==> config.mk <==
export PLATFORM = sky130hd
export DESIGN_NAME = key_event_unit
export DESIGN_NICKNAME = d
export VERILOG_FILES = /design/src/rtl/stickman_pkg.sv /design/src/rtl/frame_tick_gen.sv /design/src/rtl/key_event_unit.sv
export SDC_FILE = /design/constraint.sdc
export NUM_CORES = 1
export LEC_CHECK = 0
export ABC_AREA = 1
export CAP_MARGIN = 10
export CORE_MARGIN = 4
export CORE_UTILIZATION = 45
export DETAILED_ROUTE_END_ITERATION = 12
export PLACE_DENSITY_LB_ADDON = 0.3
export SETUP_SLACK_MARGIN = 0.5
export SLEW_MARGIN = 0
export SYNTH_ARGS = -nofsm -noshare
export SYNTH_HDL_FRONTEND = slang
export SYNTH_SLANG_ARGS = --single-unit
==> constraint.sdc <==
create_clock -name Clk -period 1.52 [get_ports Clk]
set_clock_uncertainty 0.1 [all_clocks]
set_input_delay 0.304 -clock Clk [delete_from_list [all_inputs] [get_ports Clk]]
set_output_delay 0.304 -clock Clk [all_outputs]
set_load 0.005 [all_outputs]
==> src/rtl/stickman_pkg.sv <==
// Shared constants and types for the stickman frame-driven game blocks.
// HID keycodes, hold-counter width and the jump state encoding live here so
// every frame-driven module decodes keys the same way.
package stickman_pkg;

    localparam int HOLD_W = 6;

    localparam logic [7:0] KEY_NONE     = 8'h00;
    localparam logic [7:0] KEY_JUMP     = 8'h2C;
    localparam logic [7:0] KEY_JUMP_ALT = 8'h52;
    localparam logic [7:0] KEY_RESTART  = 8'h28;
    localparam logic [7:0] KEY_PAUSE    = 8'h13;

    localparam logic [HOLD_W-1:0] MAX_HOLD = 6'd20;

    typedef enum logic [1:0] {
        IDLE     = 2'd0,
        HELD     = 2'd1,
        WAIT_REL = 2'd2
    } jump_state_t;

    // Spacebar and up-arrow both act as the jump key.
    function automatic logic is_jump_key(input logic [7:0] code);
        return (code == KEY_JUMP) || (code == KEY_JUMP_ALT);
    endfunction

endpackage

==> src/rtl/frame_tick_gen.sv <==
// Frame tick generator: converts the VGA vertical sync into a one-Clk tick
// on its rising edge. Two registered copies of frame_clk also bring the
// asynchronous sync signal into the Clk domain.
module frame_tick_gen (
    input  logic Clk,
    input  logic Reset,
    input  logic frame_clk,
    output logic tick
);

    logic frame_clk_q_r;
    logic frame_clk_qq_r;

    // Two-stage capture of frame_clk for edge detection.
    always_ff @(posedge Clk) begin
        if (Reset) begin
            frame_clk_q_r  <= 1'b0;
            frame_clk_qq_r <= 1'b0;
        end else begin
            frame_clk_q_r  <= frame_clk;
            frame_clk_qq_r <= frame_clk_q_r;
        end
    end

    assign tick = frame_clk_q_r & ~frame_clk_qq_r;

endmodule

==> src/rtl/key_event_unit.sv <==
// Key event unit: turns the raw USB keycode into frame-aligned game events
// (jump start pulse, capped jump hold level, restart pulse, pause flag).
// All decisions are taken on the frame tick using the keycode registered in
// that same Clk cycle; codes that come and go between ticks are never seen.
// Optional build macro: PAUSE_KEY_EN enables the 'P' pause toggle; without it
// paused is tied low and 'P' is treated as no key.
import stickman_pkg::*;

module key_event_unit (
    input  logic              Clk,
    input  logic              Reset,
    input  logic              frame_clk,
    input  logic [7:0]        keycode,
    output logic              jump_start,
    output logic              jump_hold,
    output logic [HOLD_W-1:0] hold_frames,
    output logic              restart_req,
    output logic              paused
);

    logic              tick_s;
    logic [7:0]        key_q_r;
    logic              jump_dn_s;
    logic              ent_dn_s;
    logic              restart_ev_s;
    logic              frozen_s;
    logic              ent_prev_r;
    jump_state_t       state_r;
    logic              jump_start_r;
    logic              jump_hold_r;
    logic [HOLD_W-1:0] hold_frames_r;
    logic              restart_req_r;

    frame_tick_gen u_tick (
        .Clk       (Clk),
        .Reset     (Reset),
        .frame_clk (frame_clk),
        .tick      (tick_s)
    );

    // Register the PIO keycode every Clk.
    always_ff @(posedge Clk) begin
        if (Reset) begin
            key_q_r <= KEY_NONE;
        end else begin
            key_q_r <= keycode;
        end
    end

    // Key decode; unknown codes simply match nothing.
    always_comb begin
        jump_dn_s    = is_jump_key(key_q_r);
        ent_dn_s     = (key_q_r == KEY_RESTART);
        restart_ev_s = ent_dn_s & ~ent_prev_r;
    end

`ifdef PAUSE_KEY_EN
    logic pause_dn_s;
    logic pause_prev_r;
    logic paused_r;

    // Pause key decode.
    always_comb begin
        pause_dn_s = (key_q_r == KEY_PAUSE);
    end

    // Pause toggle on a new P press; a restart always unpauses.
    always_ff @(posedge Clk) begin
        if (Reset) begin
            paused_r     <= 1'b0;
            pause_prev_r <= 1'b0;
        end else if (tick_s) begin
            pause_prev_r <= pause_dn_s;
            if (restart_ev_s) begin
                paused_r <= 1'b0;
            end else if (pause_dn_s && !pause_prev_r) begin
                paused_r <= ~paused_r;
            end
        end
    end

    assign frozen_s = paused_r;
    assign paused   = paused_r;
`else
    assign frozen_s = 1'b0;
    assign paused   = 1'b0;
`endif

    // Jump FSM with registered event outputs; state moves only on a tick.
    always_ff @(posedge Clk) begin
        if (Reset) begin
            state_r       <= IDLE;
            ent_prev_r    <= 1'b0;
            jump_start_r  <= 1'b0;
            jump_hold_r   <= 1'b0;
            hold_frames_r <= '0;
            restart_req_r <= 1'b0;
        end else begin
            jump_start_r  <= 1'b0;
            restart_req_r <= 1'b0;
            if (tick_s) begin
                ent_prev_r <= ent_dn_s;
                if (restart_ev_s) begin
                    // Restart wins: drop any jump and require a release.
                    restart_req_r <= 1'b1;
                    jump_hold_r   <= 1'b0;
                    state_r       <= jump_dn_s ? WAIT_REL : IDLE;
                end else if (!frozen_s) begin
                    case (state_r)
                        IDLE: begin
                            if (jump_dn_s) begin
                                state_r       <= HELD;
                                jump_start_r  <= 1'b1;
                                jump_hold_r   <= 1'b1;
                                hold_frames_r <= '0;
                            end
                        end
                        HELD: begin
                            if (!jump_dn_s) begin
                                state_r     <= IDLE;
                                jump_hold_r <= 1'b0;
                            end else if (hold_frames_r < (MAX_HOLD - 6'd1)) begin
                                hold_frames_r <= hold_frames_r + 6'd1;
                            end else begin
                                hold_frames_r <= MAX_HOLD;
                                jump_hold_r   <= 1'b0;
                                state_r       <= WAIT_REL;
                            end
                        end
                        WAIT_REL: begin
                            if (!jump_dn_s) begin
                                state_r <= IDLE;
                            end
                        end
                        default: begin
                            state_r     <= IDLE;
                            jump_hold_r <= 1'b0;
                        end
                    endcase
                end
            end
        end
    end

    assign jump_start  = jump_start_r;
    assign jump_hold   = jump_hold_r;
    assign hold_frames = hold_frames_r;
    assign restart_req = restart_req_r;

endmodule

Yosys cells after proc, flatten, opt, wreduce, memory -nomap -nowiden
Cells that the tools add are included. Widths: inputs -> output; s select.

Register bits after elaboration: 22. Latch bits: 0. Memory bits (writable): 0. ROM bits: 0. Output and inout port bits: 10. Word-level logic and storage cells: 55. Memories kept: 0.

Add/sub/neg operators: 1. Multipliers: 0. Div/mod/pow operators: 0. Magnitude comparators: 1. Equality and inequality tests: 11. Shift operators: 0. Muxes and demuxes: 18. Bitwise operators: 7. Reductions and logical operators: 8.

Operators by type and width (count): $mux 6 (3); $eq 8x6->1 const B (2); $mux 2 (6); $pmux 6 s2 (1); $eq 8x7->1 const B (1); $reduce_and 4->1 (2); $add 6x1->6 const B (1); $lt 6x5->1 const B (1); $mux 1 (6); $ne 2x2->1 const B (3); $ne 3x3->1 const B (2); $pmux 2 s3 (1); $not 1->1 (5); $reduce_and 5->1 (1); $ne 4x4->1 const B (1); $reduce_or 4->1 (1); $pmux 1 s3 (1); $and 1x1->1 (2); $eq 2x1->1 const B (1); $eq 2x2->1 const B (1); $logic_not 2->1 (1); $reduce_bool 2->1 (1); $reduce_or 2->1 (1); $logic_or 1x1->1 (1).

Logic depth before layout (Yosys ltp)
Depth in word-level cells: 5. Depth in mapped cells: 10.

Cells and area by module
From an unflattened synthesis, not the netlist that was laid out.

Cells, all modules: 151. Area, all modules: 1024.7 sq um.

By module, submodules not included: key_event_unit (instances 1, cells an instance 144, area an instance 965.9 sq um); frame_tick_gen (instances 1, cells an instance 7, area an instance 58.8 sq um).

Worst setup path before layout
OpenSTA, ideal clock, no wires.

Path type: register to register. Start: reg hold_frames_r[0] (netlist: hold_frames[0]). End: reg jump_hold_r (netlist: jump_hold). Arrival time: 1.242 ns. Data required time: 1.305 ns. Setup slack: 0.063 ns. Cell stages (with the launch flop): 10. Path buffers: 0. Period minus slack after synthesis: 1.457 ns. Cells stage by stage: dfxtp_1 > ha_1 > nor2_1 > nand2_1 > nand2_1 > nand3_2 > nor2_1 > nor2_1 > a21oi_1 > nor2_1.

Word-level cells in the longest chain between the ends: 3.

Ends and longest elaborated chain: start: declaration (RTL line key_event_unit.sv:31) `logic [HOLD_W-1:0] hold_frames_r;`; start signal: assignment (RTL line key_event_unit.sv:123) `hold_frames_r <= hold_frames_r + 6'd1;`; $lt 6x5->1 (RTL line key_event_unit.sv:122) `end else if (hold_frames_r < (MAX_HOLD - 6'd1)) begin`; $ne 4x4->1 (no line); $reduce_and 4->1 (no line); end signal: assignment (RTL line key_event_unit.sv:121) `jump_hold_r <= 1'b0;`; end signal: assignment (RTL line key_event_unit.sv:126) `jump_hold_r <= 1'b0;`; end signal: assignment (RTL line key_event_unit.sv:137) `jump_hold_r <= 1'b0;`; end: declaration (RTL line key_event_unit.sv:30) `logic jump_hold_r;`.

Every way passes these cells. A chain may end at the register's enable or synchronous reset.

Final worst setup path
Start: reg hold_frames_r[1] (netlist: hold_frames[1]). End: reg hold_frames_r[1] (netlist: hold_frames[1]).

Word-level cells in the longest chain between the ends: 4.

Ends and longest elaborated chain: $add 6x1->6 or $lt 6x5->1 (tied branches) (RTL line key_event_unit.sv:123, key_event_unit.sv:122); $mux 6 (*) (RTL line key_event_unit.sv:122); $mux 6 (*) (RTL line key_event_unit.sv:119) `if (!jump_dn_s) begin`; $pmux 6 s2 (*) (RTL line key_event_unit.sv:109) `case (state_r)`.

Mark *: on every way between the ends. The rest lies on a longest branch, timed or not. The select of a mux whose other input is x is not followed.

==> flow_summary.json <==
{
  "htreeDepth": 1,
  "postCtsHoldBufs": 0,
  "synth.most_common_cell": "nor2_1",
  "wl_per_cell_um": 12.5,
  "hold_path_class": "input pin to flop",
  "stdcell_count": 218,
  "power_switching_mw": 0.263,
  "die_area_um2": 3230,
  "start_util": 0.481,
  "hold_violations": 0,
  "whs_path_depth": 2,
  "worstSkewPairLatency_ns": 0.32,
  "final_util": 0.739,
  "drc": 0,
  "internal_power_mw": 0.795,
  "cts_sinks": 22,
  "grt_use_total": 0.161,
  "grt_max_degree": 13,
  "yosys-top-cells-area": "dfxtp_1, nor2_1, inv_1",
  "power.static_leakage_nw": 0.744,
  "grt_pass1_vias": 993,
  "max_freq_mhz": 671,
  "status": "complete, no violations",
  "place_hpwl_mm": 1.68,
  "synth_edf_count": 0,
  "netlist_top_cells_count": "nor2_1, inv_1, dfxtp_1, nand2_1, nand3_1",
  "swShare": 0.249,
  "async_flop_share": 0,
  "crit_required_ns": 1.67,
  "synth_area_per_cell_um2": 7.16,
  "cts_root_buf": "clkbuf_4",
  "numCtsBuffers": 3,
  "fin_crit_ns": 1.49,
  "crit_arrival_ns": 1.64,
  "rr_worst_depth": 9,
  "ir_drop_mv": 0.715,
  "core_um2": 2230,
  "die_h_um": 56.8,
  "netlist_area_um2": 1070,
  "syn_nets": 162,
  "drv_cap": 0,
  "timing.final.crit_share": 0.980,
  "dp_cells": 196,
  "nets": 203,
  "grt_setup_unrepaired": "true",
  "critPathMaxFanout": 4,
  "drive_gt1_frac": 0.532,
  "rows": 17,
  "viasPerCell": 4.84,
  "firstDrtPassIters": 4,
  "synth_cells": 150,
  "synth_top_area_share": 0.410,
  "antenna_found_initial": 0,
  "drt_iter0_drc": 21,
  "critPathKind": "flop to flop",
  "crit_path_start_kind": "flop",
  "die_w_um": 56.8,
  "power.density_nw_per_um2": 641,
  "synth_seq_cells": 22,
  "cts_tree": "done",
  "path_clk_slew_ns": 0.13,
  "n_antenna_cell": 0,
  "ys_seq_area_frac": 0.410,
  "power.clock.fraction": 0.315,
  "via_count": 1056,
  "seq_power_share": 0.569,
  "pwr-share-comb": 0.116,
  "overflow": 0,
  "pin_count": 21,
  "drt-total-wl_mm": 2.73,
  "worstSetupEndpointType": "flop",
  "synth_top_cell_by_area": "dfxtp_1",
  "drv_slew": 0,
  "grt_pass1_wl_mm": 4.11,
  "io_buffers": 19,
  "setup_viol": 0,
  "synth_flop_cell": "dfxtp_1",
  "ant_nets": 0,
  "gp_congestion": 0.780,
  "ys_types": 27,
  "timing.setup.tns_ns": 0,
  "clock_path_buffers": 2,
  "yosys_warnings": 0,
  "hold_slack_ns": 0.201,
  "areaGrowthSynthToFinish_pct": 53.8
}
[area by class of cell]
cell class	count	area, um^2
multi-input cells	96	637
inverters	29	111
clock buffers	4	36.3
flip-flops and latches	22	468
repair buffers	39	364
well taps	28	35.0
fillers	161	582
[registers in the layout, summed over array words and instances, names as in the netlist]
signal / count
jump_hold: 1
u_tick.frame_clk_qq_r: 1
jump_start: 1
u_tick.frame_clk_q_r: 1
state_r: 2
key_q_r: 8
restart_req: 1
ent_prev_r: 1
hold_frames: 6
[path summary, 6_finish.rpt]
path	startpoint	endpoint	slack, ns
setup reg to reg	hold_frames[1]	hold_frames[1]	0.03
hold reg to reg	u_tick.frame_clk_q_r	u_tick.frame_clk_qq_r	0.34
hold / removal	Reset	restart_req	0.20
setup / recovery	hold_frames[1]	hold_frames[1]	0.03
[layout by cell type (no fill, tap or decap), types with 2 or more instances in the layout]
cell type / count
a21oi_1: 4
a21oi_2: 4
buf_2: 2
buf_4: 14
buf_6: 13
clkbuf_4: 3
clkdlybuf4s50_1: 9
dfxtp_1: 6
dfxtp_2: 13
dfxtp_4: 3
inv_1: 20
inv_2: 8
nand2_1: 15
nand2_2: 7
nand2_4: 3
nand3_1: 4
nand3_2: 3
nand3_4: 2
nor2_1: 24
nor2_2: 9
nor2_4: 7
nor3_2: 3
o21ai_2: 3
[logic make-up (layout without fill, tap and decap cells)]
kind of cell,count (synthesis),count (layout),share of synthesized area
AOI/OAI and AO/OA,16,16,0.110
other,1,1,0.00349
adders and majority gates,1,1,0.0117
xor gates and xnor gates,1,1,0.00816
DFF,22,22,0.410
buffers and inverters,32,72,0.115
and+or+nand+nor,77,77,0.341
[power groups by stage]
| stage | Sequential [mW] | Clock (mW) | Combinational, mW |
|---|---|---|---|
| 3_5_place_dp | 0.615 | 0 | 0.0968 |
| 4_1_cts | 0.600 | 0.332 | 0.107 |
| 2_1_floorplan | 0.613 | 0 | 0.0608 |
| 6_report | 0.603 | 0.333 | 0.123 |
| 5_1_grt | 0.606 | 0.367 | 0.135 |
| 3_3_place_gp | 0.614 | 0 | 0.0941 |
[worst max-delay path: stages, from the launching register on]
cell and delay, ns:
dfxtp_4 0.38, ha_4 0.17, nor2_2 0.07, nand2_1 0.07, nand2_2 0.09, nand3_4 0.11
nor2_4 0.14, buf_4 0.13, nand3_1 0.05, a21oi_1 0.13
[metal layers]
| metal | part of all wire | global-route usage | up-vias |
|---|---|---|---|
| met5 | 0 | 0 | - |
| met4 | 0.032 | 0.0728 | 0 |
| met3 | 0.053 | 0.0414 | 11 |
| met2 | 0.52 | 0.292 | 34 |
| met1 | 0.39 | 0.171 | 475 |
| li1 | - | - | 536 |
[stage by stage]
stage          setup slack, ns  power, mW  cell area, um^2
2_1_floorplan            0.193      0.674             1100
3_5_place_dp            0.0441      0.712             1330
4_1_cts                 0.0422       1.04             1490
3_3_place_gp            0.0863      0.708             1330
5_1_grt                -0.0325       1.11             1650
6_report                0.0297       1.06             1650
[timing repair]
| item | CTS | global route |
|---|---|---|
| setup endpoints to repair | 24 | 27 |
| buffers inserted | 12 | 6 |
| pin swaps | 6 | 10 |
| resized for setup | 59 | 38 |
Power figures use the tool's default switching activity.
